`src/rtl/timebase_pulse_gen.sv`:
```
// -----------------------------------------------------------------------------
// timebase_pulse_gen
//
// Programmable timebase for the step, display and sequencing logic. A period
// counter runs from 0 to div_act and wraps. div_act + 1 is the period in CLK
// cycles. Three output behaviours are selected by MODE:
//   00 : CP is a square wave that toggles at every terminal count.
//   01 : TICK is a one-cycle pulse after every terminal count (11 acts as 01).
//   10 : a START strobe launches a burst of BURST_N ticks. BUSY stays high
//        while the burst runs.
// A new divisor is staged in a shadow register. It becomes active only at a
// period boundary, or at once while the counter is stopped. This means a
// running period is never cut short or stretched.
//
// Ports
//   CLK        in   system clock; all state changes on the rising edge
//   RST        in   asynchronous reset, active high
//   EN         in   count enable; low freezes the counter, CP and the burst
//   MODE[1:0]  in   00 square, 01 tick, 10 burst, 11 same as 01
//   DIV        in   requested divisor (period = DIV + 1 cycles)
//   DIV_LD     in   one-cycle strobe: capture DIV into the shadow register
//   DIV_ACK    out  one-cycle pulse: the shadow divisor became active
//   BURST_N    in   number of ticks in a burst
//   START      in   one-cycle strobe: start a burst (mode 10, idle only)
//   CP         out  square wave, meaningful in mode 00 only
//   TICK       out  one-cycle pulse per terminal count (modes 01, 10)
//   BUSY       out  burst in progress
//   DBG_STATE  out  burst FSM state (0 idle, 1 burst)
//
// Divisor handshake: DIV_LD acts as the request, and the block accepts it
// without back-pressure. DIV_ACK is the matching completion. It pulses exactly
// once, in the cycle after the divisor becomes active. Several DIV_LD strobes
// that arrive before activation merge into one request; the last DIV wins and
// only one DIV_ACK follows.
// -----------------------------------------------------------------------------
module timebase_pulse_gen #(
  parameter int          CNT_W   = 16,
  parameter int          BURST_W = 8,
  parameter int unsigned DIV_RST = 7324
) (
  input  logic               CLK,
  input  logic               RST,
  input  logic               EN,
  input  logic [1:0]         MODE,
  input  logic [CNT_W-1:0]   DIV,
  input  logic               DIV_LD,
  output logic               DIV_ACK,
  input  logic [BURST_W-1:0] BURST_N,
  input  logic               START,
  output logic               CP,
  output logic               TICK,
  output logic               BUSY,
  output logic               DBG_STATE
);

  typedef enum logic {
    S_IDLE  = 1'b0,
    S_BURST = 1'b1
  } state_t;

  state_t             state;
  logic [CNT_W-1:0]   count;
  logic [CNT_W-1:0]   div_act;
  logic [CNT_W-1:0]   pend;
  logic               pend_v;
  logic [BURST_W-1:0] burst_rem;

  logic [1:0] mode_eff;
  logic       is_sq;
  logic       is_burst;
  logic       run;
  logic       tc;
  logic       apply_ok;
  logic       bypass;
  logic       apply_pend;
  logic       stage_ld;
  logic       burst_go;

  // Mode 11 is folded onto the tick mode so the rest of the logic sees only
  // three modes.
  assign mode_eff = (MODE == 2'b11) ? 2'b01 : MODE;
  assign is_sq    = (mode_eff == 2'b00);
  assign is_burst = (mode_eff == 2'b10);

  // In burst mode the counter runs only while a burst is active.
  assign run = EN & (~is_burst | BUSY);
  assign tc  = run & (count == div_act);

  // A divisor may be switched only at a period boundary or while the counter
  // is stopped. Either way, no running period changes length.
  assign apply_ok   = tc | ~run;
  // A load that arrives when switching is allowed goes straight to div_act.
  // It also replaces any older staged value, so only one ack is issued.
  assign bypass     = DIV_LD & apply_ok;
  assign apply_pend = pend_v & apply_ok & ~DIV_LD;
  assign stage_ld   = DIV_LD & ~apply_ok;

  assign burst_go = is_burst & (state == S_IDLE) & START & (BURST_N != '0);

  assign DBG_STATE = state;

  always_ff @(posedge CLK or posedge RST) begin
    if (RST) begin
      state     <= S_IDLE;
      count     <= '0;
      div_act   <= CNT_W'(DIV_RST);
      pend      <= '0;
      pend_v    <= 1'b0;
      burst_rem <= '0;
      CP        <= 1'b0;
      TICK      <= 1'b0;
      DIV_ACK   <= 1'b0;
      BUSY      <= 1'b0;
    end else begin
      // Pulse outputs. tc already includes run, so TICK is 0 while frozen.
      TICK    <= tc & ~is_sq;
      DIV_ACK <= bypass | apply_pend;

      // Square wave: it holds while EN is low and is forced low outside mode 00.
      if (!is_sq) begin
        CP <= 1'b0;
      end else if (tc) begin
        CP <= ~CP;
      end

      // Shadow divisor and active divisor.
      if (stage_ld) begin
        pend   <= DIV;
        pend_v <= 1'b1;
      end else if (bypass) begin
        div_act <= DIV;
        pend_v  <= 1'b0;
      end else if (apply_pend) begin
        div_act <= pend;
        pend_v  <= 1'b0;
      end

      // Period counter. A new divisor or a new burst always starts from 0.
      if (burst_go || bypass || apply_pend || tc) begin
        count <= '0;
      end else if (run) begin
        count <= count + CNT_W'(1);
      end

      // Burst FSM
      case (state)
        S_IDLE: begin
          if (burst_go) begin
            state     <= S_BURST;
            BUSY      <= 1'b1;
            burst_rem <= BURST_N;
          end
        end
        S_BURST: begin
          if (!is_burst) begin
            // Leaving burst mode aborts the burst. The ticks already issued
            // stay valid.
            state     <= S_IDLE;
            BUSY      <= 1'b0;
            burst_rem <= '0;
          end else if (tc) begin
            burst_rem <= burst_rem - BURST_W'(1);
            if (burst_rem == BURST_W'(1)) begin
              state <= S_IDLE;
              BUSY  <= 1'b0;
            end
          end
        end
        default: begin
          state <= S_IDLE;
          BUSY  <= 1'b0;
        end
      endcase
    end
  end

endmodule

```
`config.mk`:
```
export PLATFORM = sky130hd
export DESIGN_NAME = timebase_pulse_gen
export DESIGN_NICKNAME = d
export VERILOG_FILES = /design/src/rtl/timebase_pulse_gen.sv
export SDC_FILE = /design/constraint.sdc
export NUM_CORES = 1
export LEC_CHECK = 0
export BUFFER_PORTS_ARGS = -buffer_cell sky130_fd_sc_hd__buf_2
export CORE_UTILIZATION = 38
export DETAILED_ROUTE_END_ITERATION = 8
export GPL_TIMING_DRIVEN = 0
export PLACE_DENSITY = 0.57
export SYNTH_ARGS = -nofsm -noshare
export SYNTH_HDL_FRONTEND = slang
export SYNTH_SLANG_ARGS = --single-unit
```
`constraint.sdc`:
```
create_clock -name CLK -period 3.8 [get_ports CLK]
set_input_delay 0.57 -clock CLK [delete_from_list [all_inputs] [get_ports CLK]]
set_output_delay 0.57 -clock CLK [all_outputs]
set_load 0.02 [all_outputs]
```
==> flow_metrics.env, run 1 <==
export IMPL_peakVddDrop_uv=218
export IMPL_port_buffer_count=35
export IMPL_syn_area_sq_um=3070
export IMPL_clkSlewWorstSetupHoldPaths_ps=70
export IMPL_cts_root_buf="sky130_fd_sc_hd__clkbuf_8"
export IMPL_antenna_violating_nets_post_route=0
export IMPL_final_instance_count_excl_fill=430
export IMPL_multiInputGateArea_sq_um=1410
export IMPL_routed_top_layer="met4"
export IMPL_setup_tns_ps=0
export IMPL_synth_cells=276
export IMPL_drc=0
export IMPL_cts_root_to_sink_buffers=2
export IMPL_final_setup_viol_count=0
export IMPL_detailroute_wirelength_met2_um=2900
export IMPL_synth_cell_type_count=44
export IMPL_number_of_antenna_violations_at_the_first_check_in_global_routing=0
export IMPL_die_width_um=91.9
export IMPL_cp_arrival_ps=2520
export IMPL_ys_warnings_count=0
export IMPL_r2r_setup_slack_ps=1500
export IMPL_regToRegEndpoint="pend[7]"
export IMPL_register_area_share_after_synthesis=0.508
export IMPL_core_area_sq_um=7770
export IMPL_m1WireLength_um=2880
export IMPL_path_class="reg2reg"
export IMPL_placedCellCount=414
export IMPL_critPathMaxStageDelay_ps=560
export IMPL_post_synth_cell_area_avg_sq_um=11.1
export IMPL_vias=2220
export IMPL_critical_path_top_delay_family="simple AND/OR/NAND/NOR gates"
export IMPL_cp_slowest_cell="sky130_fd_sc_hd__dfstp_2"
export IMPL_detailedPlacementHpwl_um=4450
export IMPL_slew_headroom=0.562
export IMPL_mostFrequentLayoutCell="sky130_fd_sc_hd__dfrtp_1"
export IMPL_seqCellArea_sq_um=1560
export IMPL_report_final_hold_viol_count=0
export IMPL_synthTopCellsByArea="sky130_fd_sc_hd__dfrtp_1 45%, sky130_fd_sc_hd__xor2_1 7.4%, sky130_fd_sc_hd__dfstp_2 6.0%"
export IMPL_worstSetupStartpoint="div_act[12]"
export IMPL_gpl_final_weighted_congestion=0.813
export IMPL_leakage_uw=0.00161
export IMPL_worst_r2r_path_depth=7
export IMPL_number_of_setup_buffers_added_after_cts=0
export IMPL_clock_skew_ps=10.9
export IMPL_floorplan_initialDensity=0.396
export IMPL_power_per_cell_area_nw_per_um2=504
export IMPL_fillCellCount=772
export IMPL_post_route_cells_drive_above_1_share=0.277
export IMPL_critical_path_buffer_and_inverter_count=1
export IMPL_cts_repair_resize_count=0
export IMPL_grtUsageTotal=0.159
export IMPL_cts_hold_repair_buffers=0
export IMPL_critical_path_cell_chain="xor2_1, nor4_1, nand4_1, and2_4, nand2_2, buf_4, mux2_2"
export IMPL_synthDominantAreaCellType="sky130_fd_sc_hd__dfrtp_1"
export IMPL_min_path_type="in2async"
export IMPL_min_period_over_period=0.606
export IMPL_timing_critical_path_to_type="flop"
export IMPL_critPathMaxFanout=10
export IMPL_grt_max_degree=43
export IMPL_unrepaired_setup_endpoints_after_global_routing="no"
export IMPL_wire_length_of_the_first_global_routing_pass_um=10400
export IMPL_postSynthRegisterBits=62
export IMPL_syn_nets=310
export IMPL_numCtsBuffers=9
export IMPL_critPathRequiredTime_ps=4020
export IMPL_layout_cells_most_common_list="55 x sky130_fd_sc_hd__dfrtp_1, 36 x sky130_fd_sc_hd__buf_2, 26 x sky130_fd_sc_hd__xor2_1"
export IMPL_drv_max_cap_violation_count=0
export IMPL_wirelength_per_cell_um=14.2
export IMPL_cts_sinks=62
export IMPL_grt_overflow_total=0
export IMPL_report_final_slew_viol_count=0
export IMPL_synthDominantCellAreaShare=0.448
export IMPL_final_net_count=357
export IMPL_worstReg2RegStart="div_act[12]"
export IMPL_status="complete, no violations"
export IMPL_die_h_um=91.9
export IMPL_cts_tree="done"
export IMPL_detail_route_wirelength_um=6090
export IMPL_io_pins=36
export IMPL_vias_per_cell=5.16
export IMPL_standard_cell_row_count=32
export IMPL_grt_pass1_vias=2113
export IMPL_first_drt_pass_iteration_count=4
export IMPL_met3WireLength_um=221
export IMPL_h_tree_depth=3
export IMPL_detailedRoute_firstIterationViolations=59
export IMPL_startpoint_type="flop"
export IMPL_max_clock_freq_mhz=435
export IMPL_antenna_cells=0
export IMPL_max_slew_worst_pin_slew_ps=652
export IMPL_clk_latency_ps=340
export IMPL_syn2layout_area_growth_pct=18.5
export IMPL_dieArea_sq_um=8450
export IMPL_period_needed_ps=2300
-- cells in the mapped netlist, drive strengths merged --
master / number
clkbuf: 4
inv: 6
nand3: 8
nor4: 8
nand4: 3
a21oi: 3
nand2b: 1
ha: 3
dfstp: 7
o22a: 1
nand3b: 2
xnor2: 5
o221ai: 2
nor2: 25
and2: 1
nand2: 22
o2bb2ai: 16
and3: 2
a22oi: 16
o311ai: 7
nor3: 2
or3: 6
o21bai: 1
or2: 4
buf: 8
nor2b: 2
mux2: 16
o211ai: 3
o31a: 1
o21a: 3
xor2: 27
a2bb2oi: 1
dfrtp: 55
o21ai: 5
-- cell families (layout without fill, tap and decap cells) --
| group | after synthesis | in the layout | share of synthesized area |
|---|---|---|---|
| AND/OR/NAND/NOR | 86 | 86 | 0.137 |
| AO/OA/AOI/OAI | 59 | 59 | 0.156 |
| adder cells (fa/ha/maj) | 3 | 3 | 0.0122 |
| multiplexers | 16 | 16 | 0.0586 |
| XOR/XNOR | 32 | 32 | 0.0936 |
| buffers and inverters | 18 | 70 | 0.0346 |
| flip-flops | 62 | 62 | 0.508 |
-- flip-flops by register name (all words and copies together), names as in the netlist --
register,flops
burst_rem,8
DIV_ACK,1
div_act,16
pend,16
TICK,1
pend_v,1
CP,1
count,16
BUSY,1
DBG_STATE,1
-- final cells by class --
type                    instances  share of cell area
plain buffers                  12              0.0230
clock buffers                  10              0.0378
clock inverters                 6              0.0299
inverters                       6             0.00618
multi-input cells             196               0.386
flip-flops and latches         62               0.428
well taps                     102              0.0350
repair buffers                 36              0.0536
-- power breakdown --
group	switching, uW	total (uW)	internal, uW
Clock	264	716	452
Sequential	65.0	825	760
Combinational	150	295	145
Total	478	1840	1360
-- how the worst max path moves through the flow --
stage	to	cells after the start
after detailed placement	pend[5]	7
final	pend[7]	7
after global routing	pend[7]	7
after floorplan	BUSY	1
after CTS	pend[15]	7
after global placement	count[3]	2
-- per-layer routing --
| layer | up-vias | global-route usage |
|---|---|---|
| met4 | 0 | 0.0703 |
| met1 | 1074 | 0.217 |
| met3 | 10 | 0.0307 |
| li1 | 1100 | - |
| met2 | 36 | 0.245 |
| met5 | - | 0 |
-- per-stage QoR --
step	util	cell area, sq um	setup WS, ps	power, uW	hold WS (ps)
2_1_floorplan	-	3070	1700	1050	469
3_3_place_gp	0.435	3380	832	1130	479
3_5_place_dp	0.437	3400	1460	1140	484
4_1_cts	0.469	3640	1430	1860	247
5_1_grt	0.469	3640	1400	1920	275
6_report	0.469	3640	1500	1840	241
Note: power is estimated with default switching activity, not from simulation.
==> run 2: changes to the inputs <==
clock period = 2.4 ns   (was 3.8 ns; I/O delays follow)
==> flow_metrics.env, run 2 (same netlist as run 1, synthesis figures left out) <==
export IMPL_status="complete, no violations"
export IMPL_layout_cells_most_common_list="55 x sky130_fd_sc_hd__dfrtp_1, 36 x sky130_fd_sc_hd__buf_2, 26 x sky130_fd_sc_hd__xor2_1"
export IMPL_period_needed_ps=2290
export IMPL_final_instance_count_excl_fill=430
export IMPL_critical_path_cell_chain="xor2_1, nor4_1, nand4_1, and2_4, nand2_2, buf_4, mux2_2"
export IMPL_h_tree_depth=3
export IMPL_grt_pass1_vias=2113
export IMPL_vias=2213
export IMPL_min_path_type="in2async"
export IMPL_gpl_final_weighted_congestion=0.813
export IMPL_detailedPlacementHpwl_um=4450
export IMPL_detailedRoute_firstIterationViolations=59
export IMPL_numCtsBuffers=9
export IMPL_first_drt_pass_iteration_count=4
export IMPL_core_area_sq_um=7770
export IMPL_critPathRequiredTime_ps=2620
export IMPL_die_h_um=91.9
export IMPL_fin_hold_ws_ps=28.6
export IMPL_grtUsageTotal=0.159
export IMPL_timing_critical_path_to_type="flop"
export IMPL_critical_path_top_delay_family="simple AND/OR/NAND/NOR gates"
export IMPL_port_buffer_count=35
export IMPL_max_slew_worst_pin_slew_ps=653
export IMPL_wire_length_of_the_first_global_routing_pass_um=10400
export IMPL_antenna_cells=0
export IMPL_max_clock_freq_mhz=436
export IMPL_clk_latency_ps=340
export IMPL_critPathMaxStageDelay_ps=550
export IMPL_peakVddDrop_uv=345
export IMPL_drv_max_cap_violation_count=0
export IMPL_critical_path_buffer_and_inverter_count=1
export IMPL_io_pins=36
export IMPL_cp_slowest_cell="sky130_fd_sc_hd__dfstp_2"
export IMPL_power_per_cell_area_nw_per_um2=798
export IMPL_largest_registers="count: 16 flops, div_act: 16 flops, pend: 16 flops"
export IMPL_setup_tns_ps=0
export IMPL_mostFrequentLayoutCell="sky130_fd_sc_hd__dfrtp_1"
export IMPL_vias_per_cell=5.15
export IMPL_final_setup_viol_count=0
export IMPL_wirelength_per_cell_um=14.1
export IMPL_detail_route_wirelength_um=6080
export IMPL_number_of_antenna_violations_at_the_first_check_in_global_routing=0
export IMPL_die_width_um=91.9
export IMPL_report_final_hold_viol_count=0
export IMPL_cts_repair_resize_count=0
export IMPL_cts_root_to_sink_buffers=2
export IMPL_unrepaired_setup_endpoints_after_global_routing="no"
export IMPL_post_route_cells_drive_above_1_share=0.277
export IMPL_grt_max_degree=43
export IMPL_grt_overflow_total=0
export IMPL_floorplan_initialDensity=0.396
export IMPL_min_period_over_period=0.955
export IMPL_drc=0
export IMPL_startpoint_type="flop"
export IMPL_cts_sinks=62
export IMPL_final_net_count=357
export IMPL_path_class="reg2reg"
export IMPL_dieArea_sq_um=8450
export IMPL_cp_arrival_ps=2510
export IMPL_placedCellCount=414
export IMPL_post_layout_total_power_uw=2910
export IMPL_cts_tree="done"
export IMPL_antenna_violating_nets_post_route=0
export IMPL_slew_headroom=0.561
export IMPL_critPathMaxFanout=10
export IMPL_clock_skew_ps=10.9
export IMPL_cts_root_buf="sky130_fd_sc_hd__clkbuf_8"
export IMPL_standard_cell_row_count=32
export IMPL_leakage_uw=0.00161
export IMPL_clkSlewWorstSetupHoldPaths_ps=70
export IMPL_syn2layout_area_growth_pct=18.5
export IMPL_report_final_slew_viol_count=0
export IMPL_r2r_setup_slack_ps=110
export IMPL_layout_core_utilization=0.469
[run 2: cell counts in the layout (fill, tap and decap cells not counted)]
Identical to the previous run, type by type.
[run 2: path summary, 6_finish.rpt]
path | start | to | cells past startpoint
setup / recovery | div_act[4] | pend[7] | 7
hold / removal | RST | pend[11] | 2
setup reg to reg | div_act[4] | pend[7] | 7
hold reg to reg | div_act[11] | div_act[11] | 1
max in group asynchronous | RST | div_act[7] | 3
min in group CLK | MODE[0] | CP | 2
[run 2: what timing repair did]
action / in CTS / in global routing
hold buffers: 0 / 0
buffers inserted: 0 / 0
hold endpoints to repair: 0 / 0
endpoints found under the setup margin: 0 / 1
[run 2: worst register-to-register path, stage by stage (launching register included)]
cell and delay, ps:
sky130_fd_sc_hd__dfstp_2 550, sky130_fd_sc_hd__xor2_1 70, sky130_fd_sc_hd__nor4_1 330, sky130_fd_sc_hd__nand4_1 250, sky130_fd_sc_hd__and2_4 240, sky130_fd_sc_hd__nand2_2 160
sky130_fd_sc_hd__buf_4 220, sky130_fd_sc_hd__mux2_2 350
[run 2: routing by layer]
metal | routed length [um] | share of wire | GRT usage | up-vias
met4 | 80 | 0.013 | 0.0703 | 0
met2 | 2900 | 0.48 | 0.245 | 34
met5 | 0 | 0 | 0 | -
met3 | 207 | 0.034 | 0.0307 | 10
met1 | 2900 | 0.48 | 0.217 | 1069
li1 | - | - | - | 1100
[run 2: layout make-up]
type,count,area (sq um)
multi-input cells,196,1410
well taps,102,128
fillers,772,4120
plain buffers,12,83.8
repair buffers,36,195
flip-flops and latches,62,1560
clock inverters,6,109
clock buffers,10,138
inverters,6,22.5
[run 2: stage by stage]
| step | area, sq um | setup slack (ps) |
|---|---|---|
| finish | 3640 | 108 |
| global route | 3640 | 7.56 |
| CTS | 3640 | 27.7 |
| detailed placement | 3400 | 55.0 |
| global placement | 3380 | -358 |
| floorplan | 3070 | 475 |
[run 2: where the power goes]
| group | internal [uW] | switching, uW | total, uW | leakage, uW |
|---|---|---|---|---|
| sequential | 1200 | 103 | 1310 | 0.000779 |
| clock | 716 | 418 | 1130 | 0.000126 |
| combinational | 230 | 237 | 466 | 0.000702 |
==> run 3: changes to the inputs <==
RECOVER_POWER = 50   (was not set)
==> flow_metrics.env, run 3 (same netlist as run 1, synthesis figures left out) <==
export IMPL_status="complete, no violations"
export IMPL_core_area_sq_um=7770
export IMPL_clkSlewWorstSetupHoldPaths_ps=70
export IMPL_detailedRoute_firstIterationViolations=59
export IMPL_antenna_violating_nets_post_route=0
export IMPL_largest_registers="count: 16 flops, div_act: 16 flops, pend: 16 flops"
export IMPL_drv_max_cap_violation_count=0
export IMPL_mostFrequentLayoutCell="sky130_fd_sc_hd__dfrtp_1"
export IMPL_timing_critical_path_to_type="flop"
export IMPL_die_h_um=91.9
export IMPL_leakage_uw=0.00160
export IMPL_cts_repair_resize_count=0
export IMPL_die_width_um=91.9
export IMPL_detailedPlacementHpwl_um=4450
export IMPL_port_buffer_count=35
export IMPL_report_final_slew_viol_count=0
export IMPL_placedCellCount=414
export IMPL_grtUsageTotal=0.159
export IMPL_report_final_hold_viol_count=0
export IMPL_layout_cells_most_common_list="55 x sky130_fd_sc_hd__dfrtp_1, 34 x sky130_fd_sc_hd__buf_2, 26 x sky130_fd_sc_hd__xor2_1"
export IMPL_max_slew_worst_pin_slew_ps=1000
export IMPL_startpoint_type="flop"
export IMPL_critPathMaxStageDelay_ps=550
export IMPL_vias=2221
export IMPL_min_path_type="in2async"
export IMPL_peakVddDrop_uv=345
export IMPL_antenna_cells=0
export IMPL_gpl_final_weighted_congestion=0.813
export IMPL_grt_overflow_total=0
export IMPL_drc=0
export IMPL_clk_latency_ps=340
export IMPL_max_clock_freq_mhz=437
export IMPL_place_area_sq_um=3400
export IMPL_final_setup_viol_count=0
export IMPL_detail_route_wirelength_um=6080
export IMPL_cts_root_buf="sky130_fd_sc_hd__clkbuf_8"
export IMPL_setup_tns_ps=0
export IMPL_cp_arrival_ps=2510
export IMPL_final_net_count=357
export IMPL_cts_sinks=62
export IMPL_period_needed_ps=2290
export IMPL_first_drt_pass_iteration_count=4
export IMPL_postLayoutCellArea_sq_um=3630
export IMPL_number_of_antenna_violations_at_the_first_check_in_global_routing=0
export IMPL_cts_root_to_sink_buffers=2
export IMPL_h_tree_depth=3
export IMPL_slew_headroom=0.332
export IMPL_cts_hold_repair_buffers=0
export IMPL_post_route_cells_drive_above_1_share=0.268
export IMPL_critPathRequiredTime_ps=2620
export IMPL_wirelength_per_cell_um=14.1
export IMPL_wire_length_of_the_first_global_routing_pass_um=10400
export IMPL_grt_max_degree=43
export IMPL_floorplan_initialDensity=0.396
export IMPL_min_period_over_period=0.954
export IMPL_numCtsBuffers=9
export IMPL_vias_per_cell=5.17
export IMPL_dieArea_sq_um=8450
export IMPL_cp_slowest_cell="sky130_fd_sc_hd__dfstp_2"
export IMPL_io_pins=36
export IMPL_critPathMaxFanout=10
export IMPL_path_class="reg2reg"
export IMPL_power_per_cell_area_nw_per_um2=800
export IMPL_unrepaired_setup_endpoints_after_global_routing="no"
export IMPL_syn2layout_area_growth_pct=17.9
export IMPL_critical_path_cell_chain="xor2_1, nor4_1, nand4_1, and2_4, nand2_2, buf_4, mux2_2"
export IMPL_final_instance_count_excl_fill=430
export IMPL_clock_skew_ps=10.9
export IMPL_cts_tree="done"
export IMPL_grt_pass1_vias=2113
export IMPL_standard_cell_row_count=32
export IMPL_number_of_setup_buffers_added_after_cts=0
-- run 3: per-stage QoR --
stage               hold WS, ps   util  setup slack, ps  total power (uW)
floorplan                   431      -              475              1660
CTS                        36.6  0.469             27.7              2940
detailed placement          413  0.437             55.0              1800
finish                      168  0.467              109              2900
global placement            479  0.435             -358              1780
global route                210  0.467             7.56              3040
-- run 3: path summary, 6_finish.rpt --
kind	slack [ps]	from	cells past startpoint	end
max	110	div_act[4]	7	pend[7]
min	170	RST	2	pend[11]
max reg2reg	110	div_act[4]	7	pend[7]
min reg2reg	490	div_act[11]	1	div_act[11]
max in group asynchronous	750	RST	3	count[1]
min in group CLK	200	MODE[0]	2	CP
-- run 3: report_power, final --
group	internal (uW)	switching, uW
clock network	716	417
logic	226	236
registers	1200	103
-- run 3: layout make-up --
cell class	count	area (sq um)
tap	102	128
timing repair buffer	36	178
multi-input combinational	196	1410
clock buffer	10	138
sequential	62	1560
buffer	12	83.8
clock inverter	6	109
fill	774	4140
inverter	6	22.5
-- run 3: metal layers --
metal  part of all wire  global-route usage  up-vias  routed length, um
met5                  0                   0        -                  0
met4              0.013              0.0703        0                 80
met3              0.036              0.0307       10                221
met2               0.48               0.245       36               2900
met1               0.47               0.217     1074               2880
li1                   -                   -     1101                  -
-- run 3: worst max-delay path, delay by kind of cell, from the launching register on --
| family | cells | cell delay, ps |
|---|---|---|
| muxes | 1 | 340 |
| DFF | 1 | 550 |
| buffers and inverters | 1 | 220 |
| and+or+nand+nor | 4 | 980 |
| xor gates and xnor gates | 1 | 70 |
